## config.mk

```make
export PLATFORM = sky130hd
export DESIGN_NAME = spi_cbus_master
export DESIGN_NICKNAME = d
export VERILOG_FILES = /design/src/rtl/spi_cbus_master.sv
export SDC_FILE = /design/constraint.sdc
export NUM_CORES = 1
export LEC_CHECK = 0
export CAP_MARGIN = 20
export CORE_UTILIZATION = 40
export DETAILED_ROUTE_END_ITERATION = 10
export PLACE_DENSITY_LB_ADDON = 0.3
export RECOVER_POWER = 50
export SYNTH_ARGS = -nofsm -noshare
export SYNTH_HDL_FRONTEND = slang
export SYNTH_SLANG_ARGS = --single-unit
```

## constraint.sdc

```tcl
create_clock -name clk -period 4.7 [get_ports clk]
set_clock_uncertainty 0.1 [all_clocks]
set_input_delay 1.41 -clock clk [delete_from_list [all_inputs] [get_ports clk]]
set_output_delay 1.41 -clock clk [all_outputs]
set_load 0.01 [all_outputs]
```

## src/rtl/spi_cbus_master.sv

```systemverilog
// spi_cbus_master: SPI mode-0 slave that turns each 32-bit frame into one cbus access.
// Define SPI_CBUS_ABORT_CNT_EN to build the saturating aborted-frame counter.
module spi_cbus_master #(
  parameter int CBUS_ADDR_WIDTH = 12,
  parameter int CBUS_DATA_WIDTH = 8,
  parameter int CBUS_RD_LATENCY = 4
) (
  input  logic                       clk,
  input  logic                       rst,
  input  logic                       spi_cs_n,
  input  logic                       spi_sck,
  input  logic                       spi_mosi,
  output logic                       spi_miso,
  output logic [CBUS_ADDR_WIDTH-1:0] cbus_addr,
  output logic [CBUS_DATA_WIDTH-1:0] cbus_wdata,
  output logic                       cbus_we,
  output logic                       cbus_oe,
  input  logic [CBUS_DATA_WIDTH-1:0] cbus_rdata,
  output logic [7:0]                 abort_cnt
);

  typedef enum logic [2:0] {
    IDLE,
    SHIFT,
    RD_ISSUE,
    RD_WAIT,
    WR_ISSUE,
    DONE
  } state_t;

  localparam int WCW = $clog2(CBUS_RD_LATENCY + 1);

  state_t         state;
  state_t         state_nxt;
  logic [1:0]     cs_q;
  logic [2:0]     sck_q;
  logic [1:0]     mosi_q;
  logic           cs_hi;
  logic           sck_rise;
  logic           sck_fall;
  logic           bit_ok;
  logic           armed;
  logic [5:0]     bitcnt;
  logic [30:0]    sr;
  logic [31:0]    sr_nxt;
  logic [WCW-1:0] wcnt;
  logic           wait_done;
  logic           ld_rd;
  logic           ld_wr;
  logic           rd_cap;
  logic           rd_frame;
  logic [7:0]     miso_sr;

  assign cs_hi     = cs_q[1];
  assign sck_rise  = sck_q[1] & ~sck_q[2];
  assign sck_fall  = ~sck_q[1] & sck_q[2];
  assign bit_ok    = sck_rise & ~bitcnt[5];
  assign sr_nxt    = {sr, mosi_q[1]};
  assign wait_done = (wcnt == WCW'(CBUS_RD_LATENCY));

  // Bring the SPI pins into the clk domain; sck keeps a third stage for edges.
  always_ff @(posedge clk) begin
    if (rst) begin
      cs_q   <= '0;
      sck_q  <= '0;
      mosi_q <= '0;
    end else begin
      cs_q   <= {cs_q[0], spi_cs_n};
      sck_q  <= {sck_q[1:0], spi_sck};
      mosi_q <= {mosi_q[0], spi_mosi};
    end
  end

  // After reset a frame is only accepted once CS has been seen high.
  always_ff @(posedge clk) begin
    if (rst) begin
      armed <= 1'b0;
    end else if (cs_hi) begin
      armed <= 1'b1;
    end
  end

  // Bit counter and frame shifter; bits past the 32nd are dropped.
  always_ff @(posedge clk) begin
    if (rst) begin
      bitcnt <= '0;
      sr     <= '0;
    end else begin
      if (cs_hi) begin
        bitcnt <= '0;
      end else if (bit_ok) begin
        bitcnt <= bitcnt + 6'd1;
      end
      if (bit_ok) begin
        sr <= sr_nxt[30:0];
      end
    end
  end

  // State register.
  always_ff @(posedge clk) begin
    if (rst) begin
      state <= IDLE;
    end else begin
      state <= state_nxt;
    end
  end

  // Next-state logic; a 32nd write bit wins over a simultaneous CS rise.
  always_comb begin
    state_nxt = state;
    unique case (state)
      IDLE: begin
        if (!cs_hi && armed) state_nxt = SHIFT;
      end
      SHIFT: begin
        if (bit_ok && bitcnt == 6'd15 && sr_nxt[15]) begin
          state_nxt = RD_ISSUE;
        end else if (bit_ok && bitcnt == 6'd31 && !sr_nxt[31]) begin
          state_nxt = WR_ISSUE;
        end else if (cs_hi) begin
          state_nxt = IDLE;
        end
      end
      RD_ISSUE: state_nxt = RD_WAIT;
      RD_WAIT: begin
        if (wait_done) state_nxt = SHIFT;
      end
      WR_ISSUE: state_nxt = DONE;
      DONE: begin
        if (cs_hi) state_nxt = IDLE;
      end
      default: state_nxt = IDLE;
    endcase
  end

  // Load strobes so that the cbus outputs are registered in the issue cycle.
  always_comb begin
    ld_rd  = (state == SHIFT) && (state_nxt == RD_ISSUE);
    ld_wr  = (state == SHIFT) && (state_nxt == WR_ISSUE);
    rd_cap = (state == RD_WAIT) && wait_done;
  end

  // Read latency counter: value k during cycle T+k after the oe cycle T.
  always_ff @(posedge clk) begin
    if (rst) begin
      wcnt <= '0;
    end else if (state == RD_ISSUE) begin
      wcnt <= WCW'(1);
    end else if (state == RD_WAIT) begin
      wcnt <= wcnt + WCW'(1);
    end
  end

  // cbus address/data hold between accesses; strobes last one clock.
  always_ff @(posedge clk) begin
    if (rst) begin
      cbus_addr  <= '0;
      cbus_wdata <= '0;
      cbus_we    <= 1'b0;
      cbus_oe    <= 1'b0;
    end else begin
      cbus_we <= ld_wr;
      cbus_oe <= ld_rd;
      if (ld_rd) begin
        cbus_addr <= CBUS_ADDR_WIDTH'(sr_nxt[11:0]);
      end
      if (ld_wr) begin
        cbus_addr  <= CBUS_ADDR_WIDTH'(sr_nxt[27:16]);
        cbus_wdata <= CBUS_DATA_WIDTH'(sr_nxt[7:0]);
      end
    end
  end

  // MISO shifter: read data goes out on the falls after bits 24..31.
  always_ff @(posedge clk) begin
    if (rst) begin
      rd_frame <= 1'b0;
      miso_sr  <= '0;
      spi_miso <= 1'b0;
    end else begin
      if (rd_cap) begin
        miso_sr <= 8'(cbus_rdata);
      end
      if (cs_hi) begin
        rd_frame <= 1'b0;
        spi_miso <= 1'b0;
      end else begin
        if (ld_rd) begin
          rd_frame <= 1'b1;
        end
        if (sck_fall) begin
          if (rd_frame && bitcnt[5:3] == 3'b011) begin
            spi_miso <= miso_sr[7];
            miso_sr  <= {miso_sr[6:0], 1'b0};
          end else begin
            spi_miso <= 1'b0;
          end
        end
      end
    end
  end

`ifdef SPI_CBUS_ABORT_CNT_EN
  logic cs_d;
  logic abort;

  assign abort = cs_q[1] & ~cs_d & (state != IDLE) &
                 (bitcnt != 6'd0) & ~bitcnt[5] &
                 ~(sck_rise && bitcnt == 6'd31);

  // Count frames cut short by CS, saturating at 8'hFF.
  always_ff @(posedge clk) begin
    if (rst) begin
      cs_d      <= 1'b0;
      abort_cnt <= '0;
    end else begin
      cs_d <= cs_q[1];
      if (abort && abort_cnt != 8'hFF) begin
        abort_cnt <= abort_cnt + 8'd1;
      end
    end
  end
`else
  assign abort_cnt = 8'h00;
`endif

endmodule
```

==> impl_metrics.yaml, run 1 <==
die:
  rows: 32
  fp.coreArea_sq_mm: 0.007848
  die_h_um: 92.93
  initial_core_util_pct: 42.14
  die_area_sq_mm: 0.008635
  die_width_um: 92.93
  ios: 44
drt:
  drc: 0
  viasPerCell: 4.934
  wire_per_inst_um: 11.96
  drt-initial-drc-count: 107
  drt_wl_total_mm: 6.126
  dr.pass1.iters: 4
  drt.antenna.violating_nets: 0
  num_vias: 2526
cells_and_area:
  final_core_util_pct: 49.25
  fin_nets: 422
  n_antenna_cell: 0
  n_fill_cell: 769
  drive_gt1_share_pct: 6.098
  area_growth_pct: 16.87
  fin_cells: 512
critical_path:
  crit_fanout: 2
  crit_arrival_ns: 1.25
  cp-end-kind: "output port"
  reg2reg_depth: 4
  slowest_stage: "clkdlybuf4s50_1"
  required_ns: 3.19
  crit_family: "buffers and inverters"
  slowest_delay_ns: 0.54
  crit_type: "flip-flop to output port"
  worstPathBufferInverterCount: 1
  cp.depth: 1
  start_kind: "flip-flop"
  critical_path.cell_chain: "clkdlybuf4s50_1"
clock_network:
  cts_sinks: 83
  ctsRootBufferMaster: "clkbuf_8"
  post_cts_buffers: 0
  cts_tree: "built"
  cts_resized: 0
  path_clk_slew_ns: 0.09
  cts_max_path_buffers: 2
  ctsHoldBuffers: 0
  clk_latency_ns: 0.34
  h-tree-depth: 3
  numCtsBuffers: 9
timing:
  setup_viol: 0
  clock.fmax_mhz: 362.8
  relSlewSlack_pct: 24.43
  tightest_slew_ns: 1.134
  setup_tns_ns: 0
  rsz0062_at_grt: "false"
  hold_violations: 0
  layout_min_cycle_time_ns: 2.757
  slew_violations: 0
  finalCritPeriodShare_pct: 58.65
min_path:
  hold_depth: 2
  hp-class: "flip-flop to flip-flop"
grt:
  grt_pass1_vias: 2278
  antenna_found_initial: 0
  grt_pass1_wl_mm: 10.39
  track_usage_pct: 15.18
  grt_max_degree: 56
  overflow: 0
pwr:
  powerDensity_mw_per_mm2: 350.0
  power.total_mw: 1.353
  p_int_mw: 1.076
  power_frac_comb_pct: 3.2
  switching_share_pct: 20.48
  p_leak_nw: 1.330
  power_frac_seq_pct: 52.5
  worst_ir_drop_vdd_mv: 0.1183
  pwr-share-clk_pct: 44.3
  p_switching_mw: 0.2771
synth:
  synth_area_sq_mm: 0.003307
  ys_top_cells_by_area: "dfxtp_1 50%, nand2_1 11%, a21oi_1 7.3%"
  ys_seq_area_share_pct: 50.25
  yosysMostFrequentCell: "nand2_1"
  synthTopCellsByCount: "99 x nand2_1, 83 x dfxtp_1, 48 x a21oi_1"
  synthArstFlopShare_pct: 0
  synth-main-ff-cell: "dfxtp_1"
  postSynthCellCount: 382
  synth-edff-count: 0
  ys_seq_elements: 83
  yosysTopAreaCell: "dfxtp_1"
  synth_cell_types: 40
  synth.top_cell.area_share_pct: 50.25
  syn-mean-instance-area_sq_um: 8.657
  yosysWarnings: 0
placed_design:
  dp_hpwl_mm: 3.951
  io_buffers: 35
  place_inst: 496
  place_congestion: 0.7318
run:
  drv_cap: 0
status:
  outcome: "finished clean"
[final cells by class]
class / count / area (sq um) / area share [%]
sequential: 83 / 1662 / 42.99
multi-input combinational: 270 / 1436 / 37.16
clock inverter: 6 / 112.6 / 2.914
inverter: 3 / 11.26 / 0.2914
clock buffer: 9 / 123.9 / 3.205
tap: 102 / 127.6 / 3.302
timing repair buffer: 39 / 391.6 / 10.13
[power groups by stage]
stage | registers, mW | clock network, mW | logic [mW]
finish | 0.710 | 0.600 | 0.0429
global route | 0.711 | 0.643 | 0.0475
detailed placement | 0.727 | 0 | 0.0417
floorplan | 0.725 | 0 | 0.0337
global placement | 0.727 | 0 | 0.0410
CTS | 0.710 | 0.611 | 0.0418
[path summary, 6_finish.rpt]
check	from	to	slack [ns]
setup / recovery	cbus_addr[11]	cbus_addr[11]	1.94
hold / removal	cbus_wdata[6]	cbus_wdata[6]	0.35
setup reg to reg	sck_q[1]	cbus_oe	1.98
hold reg to reg	cbus_wdata[6]	cbus_wdata[6]	0.35
[metal layers]
layer,GRT usage [%],wire length [um],vias up
li1,-,-,1306
met1,19.39,2967,1169
met2,24.63,2889,44
met3,2.217,186,7
met4,8.077,81,0
met5,0,0,-
[cell families (layout without fill, tap and decap cells)]
group / after synthesis / in the layout / synth area share [%]
mux: 13 / 13 / 3.935
flops: 83 / 83 / 50.25
simple gates: 168 / 168 / 22.63
fa+ha+maj: 3 / 3 / 1.135
compound gates: 74 / 74 / 14.72
buf+inv: 36 / 57 / 6.167
xor+xnor: 4 / 4 / 1.060
other cells: 1 / 8 / 0.1134
[sequential cells by signal (all words and copies together), names as in the netlist]
signal      cells
cbus_wdata      8
bitcnt          6
cs_q            2
mosi_q          2
sr             31
state           3
cbus_oe         1
rd_frame        1
armed           1
cbus_we         1
wcnt            3
spi_miso        1
cbus_addr      12
sck_q           3
miso_sr         8
[metrics by stage]
stage	cell area, sq um	hold slack [ns]	setup WS [ns]
after floorplan	3333	0.3138	2.393
after global placement	3642	0.3315	1.801
after detailed placement	3642	0.3341	1.785
after CTS	3879	0.3554	1.922
after global routing	3865	0.3717	1.720
final	3865	0.3528	1.943
[placed cells by master, fill, tap and decap left out, types with 2 or more instances in the layout]
cell type,Yosys,routed
buf_4,9,2
xor2_1,2,2
nor2b_1,12,12
inv_1,3,3
nand2_1,99,99
nor2_1,34,34
nand4_1,2,2
bufinv_16,0,3
conb_1,1,8
clkdlybuf4s50_1,0,34
nand3_1,3,3
o21ai_0,2,2
a211oi_1,12,12
nor3b_4,1,2
clkbuf_8,0,9
mux2i_1,13,13
dfxtp_1,83,83
a311oi_1,0,6
xnor2_1,2,2
nand2b_1,5,5
a21oi_1,48,48
ha_1,3,3
nor3_1,2,2
Note: power is estimated with default switching activity, not from simulation.
==> run 2, diff against run 1 <==
Clock period 4.7 ns to 2.7 ns, I/O delays scaled along.
==> impl_metrics.yaml, run 2 (same netlist as run 1, synthesis figures left out) <==
die:
  initial_core_util_pct: 42.14
  rows: 32
  fp.coreArea_sq_mm: 0.007848
  die_area_sq_mm: 0.008635
  die_h_um: 92.93
  ios: 44
  die_width_um: 92.93
critical_path:
  r2r_slack_ns: 0.71
  cp-endpoint: "cbus_addr[5]"
  r2r_end: "cbus_addr[0]"
  required_ns: 1.79
  cp.depth: 1
  start_kind: "flip-flop"
  reg2reg_depth: 5
  crit_fanout: 2
  crit_type: "flip-flop to output port"
  crit_family: "buffers and inverters"
  crit_arrival_ns: 1.26
  cp-end-kind: "output port"
  slowest_delay_ns: 0.55
  critical_path.cell_chain: "clkdlybuf4s50_1"
  worstPathBufferInverterCount: 1
  timing.rr.start: "state[0]"
  slowest_stage: "clkdlybuf4s50_1"
  crit_start: "cbus_addr[5]"
cells_and_area:
  layout_common_cells: "99 x nand2_1, 83 x dfxtp_1, 48 x a21oi_1"
  multi_input_area_sq_mm: 0.001473
  reg_top3: "sr (31), cbus_addr (12)"
  regMostFlops: "sr"
  drive_gt1_share_pct: 7.971
  seqCellArea_sq_mm: 0.001662
  largest_register_ffs: 31
  n_fill_cell: 784
  n_antenna_cell: 0
  area_growth_pct: 17.90
  fin_nets: 425
  final_common_cell: "nand2_1"
  stdcell_area_sq_mm: 0.003899
timing:
  setup_viol: 0
  finalCritPeriodShare_pct: 80.24
  clock.fmax_mhz: 461.6
  hold_violations: 0
  relSlewSlack_pct: 38.76
  layout_min_cycle_time_ns: 2.166
  tightest_slew_ns: 0.9186
  rsz0062_at_grt: "false"
  setup_tns_ns: 0
  slew_violations: 0
drt:
  wire_per_inst_um: 12.00
  wl_met1_mm: 2.990
  wl_met3_um: 178
  drt_wl_total_mm: 6.190
  drt-initial-drc-count: 106
  wl_met2_mm: 2.901
  num_vias: 2527
  viasPerCell: 4.897
  drt.antenna.violating_nets: 0
  drc: 0
  dr.pass1.iters: 4
  top_layer: "met4"
placed_design:
  dp_hpwl_mm: 4.144
  placed_area_sq_mm: 0.003685
  place_congestion: 0.7240
  io_buffers: 35
min_path:
  hp-class: "flip-flop to flip-flop"
  hold_depth: 1
pwr:
  p_leak_nw: 1.337
  worst_ir_drop_vdd_mv: 0.3388
  power.total_mw: 2.295
  powerDensity_mw_per_mm2: 588.6
status:
  outcome: "finished clean"
clock_network:
  h-tree-depth: 3
  ctsHoldBuffers: 0
  numCtsBuffers: 9
  post_cts_buffers: 0
  cts_tree: "built"
  ctsRootBufferMaster: "clkbuf_8"
  cts_max_path_buffers: 2
  clk_latency_ns: 0.35
  path_clk_slew_ns: 0.09
  cts_sinks: 83
  cts_resized: 0
run:
  drv_cap: 0
grt:
  grt_max_degree: 47
  track_usage_pct: 15.35
  grt_pass1_vias: 2463
  overflow: 0
  antenna_found_initial: 0
  grt_pass1_wl_mm: 10.63
==> run 2: area by class of cell <==
type	count	area share [%]
Clock buffer	9	3.177
Sequential cell	83	42.62
Timing Repair Buffer	42	10.33
Tap cell	102	3.273
Clock inverter	7	2.535
Multi-Input combinational cell	270	37.77
Inverter	3	0.2888
==> run 2: worst min path at each step <==
stage / from / end / slack (ns)
2_1_floorplan: cs_q[0] / cs_q[1] / 0.31
3_3_place_gp: cs_q[0] / cs_q[1] / 0.33
3_5_place_dp: cs_q[0] / cs_q[1] / 0.33
4_1_cts: cs_q[0] / cs_q[1] / 0.35
5_1_grt: cs_q[0] / cs_q[1] / 0.36
6_report: cs_q[0] / cs_q[1] / 0.34
==> run 2: where the power goes <==
part           switching [mW]  leakage (nW)  internal [mW]
clock network           0.457         0.111          0.529
registers             0.00579         0.670           1.23
logic                  0.0451         0.557         0.0279
==> run 2: per-stage QoR <==
stage / setup WS (ns) / instances / hold WS [ns] / utilization, %
floorplan: 0.9928 / 389 / 0.3138 / -
finish: 0.5336 / 516 / 0.3429 / 49.68
CTS: 0.5006 / 516 / 0.3515 / 49.79
detailed placement: 0.7171 / 500 / 0.3288 / 46.95
global route: 0.4509 / 516 / 0.3645 / 49.68
global placement: 0.7930 / 500 / 0.3277 / 46.95
==> run 2: layer usage <==
metal	track usage [%]	vias to the layer above
met5	0	-
met2	25.49	47
met3	3.284	13
li1	-	1311
met1	19.25	1156
met4	6.282	0
==> run 3, diff against run 2 <==
Clock period 2.7 ns to 1.8 ns, I/O delays scaled along.
==> impl_metrics.yaml, run 3 (same netlist as run 1, synthesis figures left out) <==
status:
  outcome: "finished clean"
timing:
  setup_tns_ns: 0
  relSlewSlack_pct: 62.21
  hold_violations: 0
  clock.fmax_mhz: 584.5
  slew_violations: 0
  layout_min_cycle_time_ns: 1.711
  finalCritPeriodShare_pct: 95.05
  setup_viol: 0
  tightest_slew_ns: 0.5669
  hold_ws_ns: 0.3419
  fin_ws_ns: 0.08912
placed_design:
  io_buffers: 35
  place_congestion: 0.7233
  dp_hpwl_mm: 4.231
  place_inst: 507
  dp_slack_ns: 0.009199
pwr:
  power_frac_comb_pct: 3.5
  worst_ir_drop_vdd_mv: 0.3104
  pwr-share-clk_pct: 42.4
  power.total_mw: 3.422
  p_int_mw: 2.672
  power_frac_seq_pct: 54.1
  p_switching_mw: 0.7500
  p_leak_nw: 1.488
  switching_share_pct: 21.92
  powerDensity_mw_per_mm2: 866.3
drt:
  drt.antenna.violating_nets: 0
  drc: 0
  dr.pass1.iters: 4
  drt_wl_total_mm: 6.303
  num_vias: 2568
  wire_per_inst_um: 12.05
  drt-initial-drc-count: 130
  viasPerCell: 4.910
clock_network:
  ctsHoldBuffers: 0
  h-tree-depth: 3
  cts_tree: "built"
  clk_latency_ns: 0.35
  ctsRootBufferMaster: "clkbuf_8"
  path_clk_slew_ns: 0.09
  cts_max_path_buffers: 2
  numCtsBuffers: 9
  cts_sinks: 83
critical_path:
  crit_start: "bitcnt[1]"
  cp-end-kind: "flip-flop"
  timing.rr.start: "bitcnt[1]"
  crit_fanout: 12
  required_ns: 1.93
  crit_type: "flip-flop to flip-flop"
  start_kind: "flip-flop"
  crit_arrival_ns: 1.84
min_path:
  hp-class: "flip-flop to flip-flop"
  hold_start: "cs_q[0]"
cells_and_area:
  layout_common_cells: "99 x nand2_1, 82 x dfxtp_1, 48 x a21oi_1"
  largest_register_ffs: 31
  n_antenna_cell: 0
  reg_top3: "sr (31), cbus_addr (12)"
  fin_nets: 433
  regMostFlops: "sr"
  final_common_cell: "nand2_1"
  drive_gt1_share_pct: 11.64
  n_fill_cell: 773
  fin_cells: 523
  area_growth_pct: 19.45
grt:
  overflow: 0
  busiest_layer: "met2"
  antenna_found_initial: 0
  grt_max_degree: 36
  track_usage_pct: 16.01
  grtUsageMet2_pct: 27.02
  grtUsageMet3_pct: 2.791
  grtUsageMet1_pct: 19.49
  grt_pass1_vias: 2468
  grt_pass1_wl_mm: 11.04
die:
  die_width_um: 92.93
  fp.coreArea_sq_mm: 0.007848
  die_area_sq_mm: 0.008635
  initial_core_util_pct: 42.14
  ios: 44
  die_h_um: 92.93
  rows: 32
run:
  drv_cap: 0
==> run 3: cell count changes in the layout (fill, tap and decap cells not counted), moves of 2 or more <==
cell,previous run,this run
clkdlybuf4s50_1,34,11
dlygate4sd2_1,0,23
buf_4,4,12
a211oi_2,0,2
and4_1,2,0
a211oi_1,12,10
mux2i_2,0,3
mux2i_1,13,10
==> run 3: metrics by stage <==
step	instance area, sq um	utilization, %
6_report	3950	50.33
5_1_grt	3950	50.33
4_1_cts	3920	49.95
3_5_place_dp	3737	47.62
3_3_place_gp	3737	47.62
2_1_floorplan	3333	-
==> run 3: layer usage <==
layer | vias up | wire [um]
met5 | - | 0
met4 | 0 | 104
met3 | 11 | 173
met2 | 44 | 2931
met1 | 1181 | 3094
li1 | 1332 | -
==> run 3: power groups by stage <==
| stage | logic, mW | registers [mW] | clock network [mW] |
|---|---|---|---|
| finish | 0.120 | 1.85 | 1.45 |
| global route | 0.132 | 1.85 | 1.55 |
| CTS | 0.121 | 1.85 | 1.48 |
| detailed placement | 0.121 | 1.90 | 0 |
| global placement | 0.120 | 1.90 | 0 |
| floorplan | 0.0880 | 1.89 | 0 |
==> run 3: worst max-delay path, cell delays in order, from the launching register on <==
cell and delay [ns]:
dfxtp_1 0.36, ha_1 0.18, and3_4 0.21, and4_4 0.25
buf_12 0.16, mux2i_2 0.23, a211oi_2 0.09
==> run 3: path summary, 6_finish.rpt <==
path                   to  slack [ns]  depth (start not counted)
max          cbus_addr[9]        0.09                          6
max reg2reg  cbus_addr[9]        0.09                          6
min               cs_q[1]        0.34                          1
min reg2reg       cs_q[1]        0.34                          1
==> run 3: final cells by class <==
cell class                      count  area [sq um]  area share (%)
Timing Repair Buffer               50         434.2           10.99
Inverter                            3         11.26          0.2851
Tap cell                          102         127.6           3.231
Clock buffer                        9         123.9           3.136
Multi-Input combinational cell    270          1503           38.04
Sequential cell                    83          1663           42.10
Clock inverter                      6         87.58           2.217
==> run 3: repair_timing <==
item | 4_1_cts | 5_1_grt
gates resized for setup | 23 | 9
setup endpoints to repair | 23 | 12
gates cloned | 0 | 0
setup buffers | 0 | 1
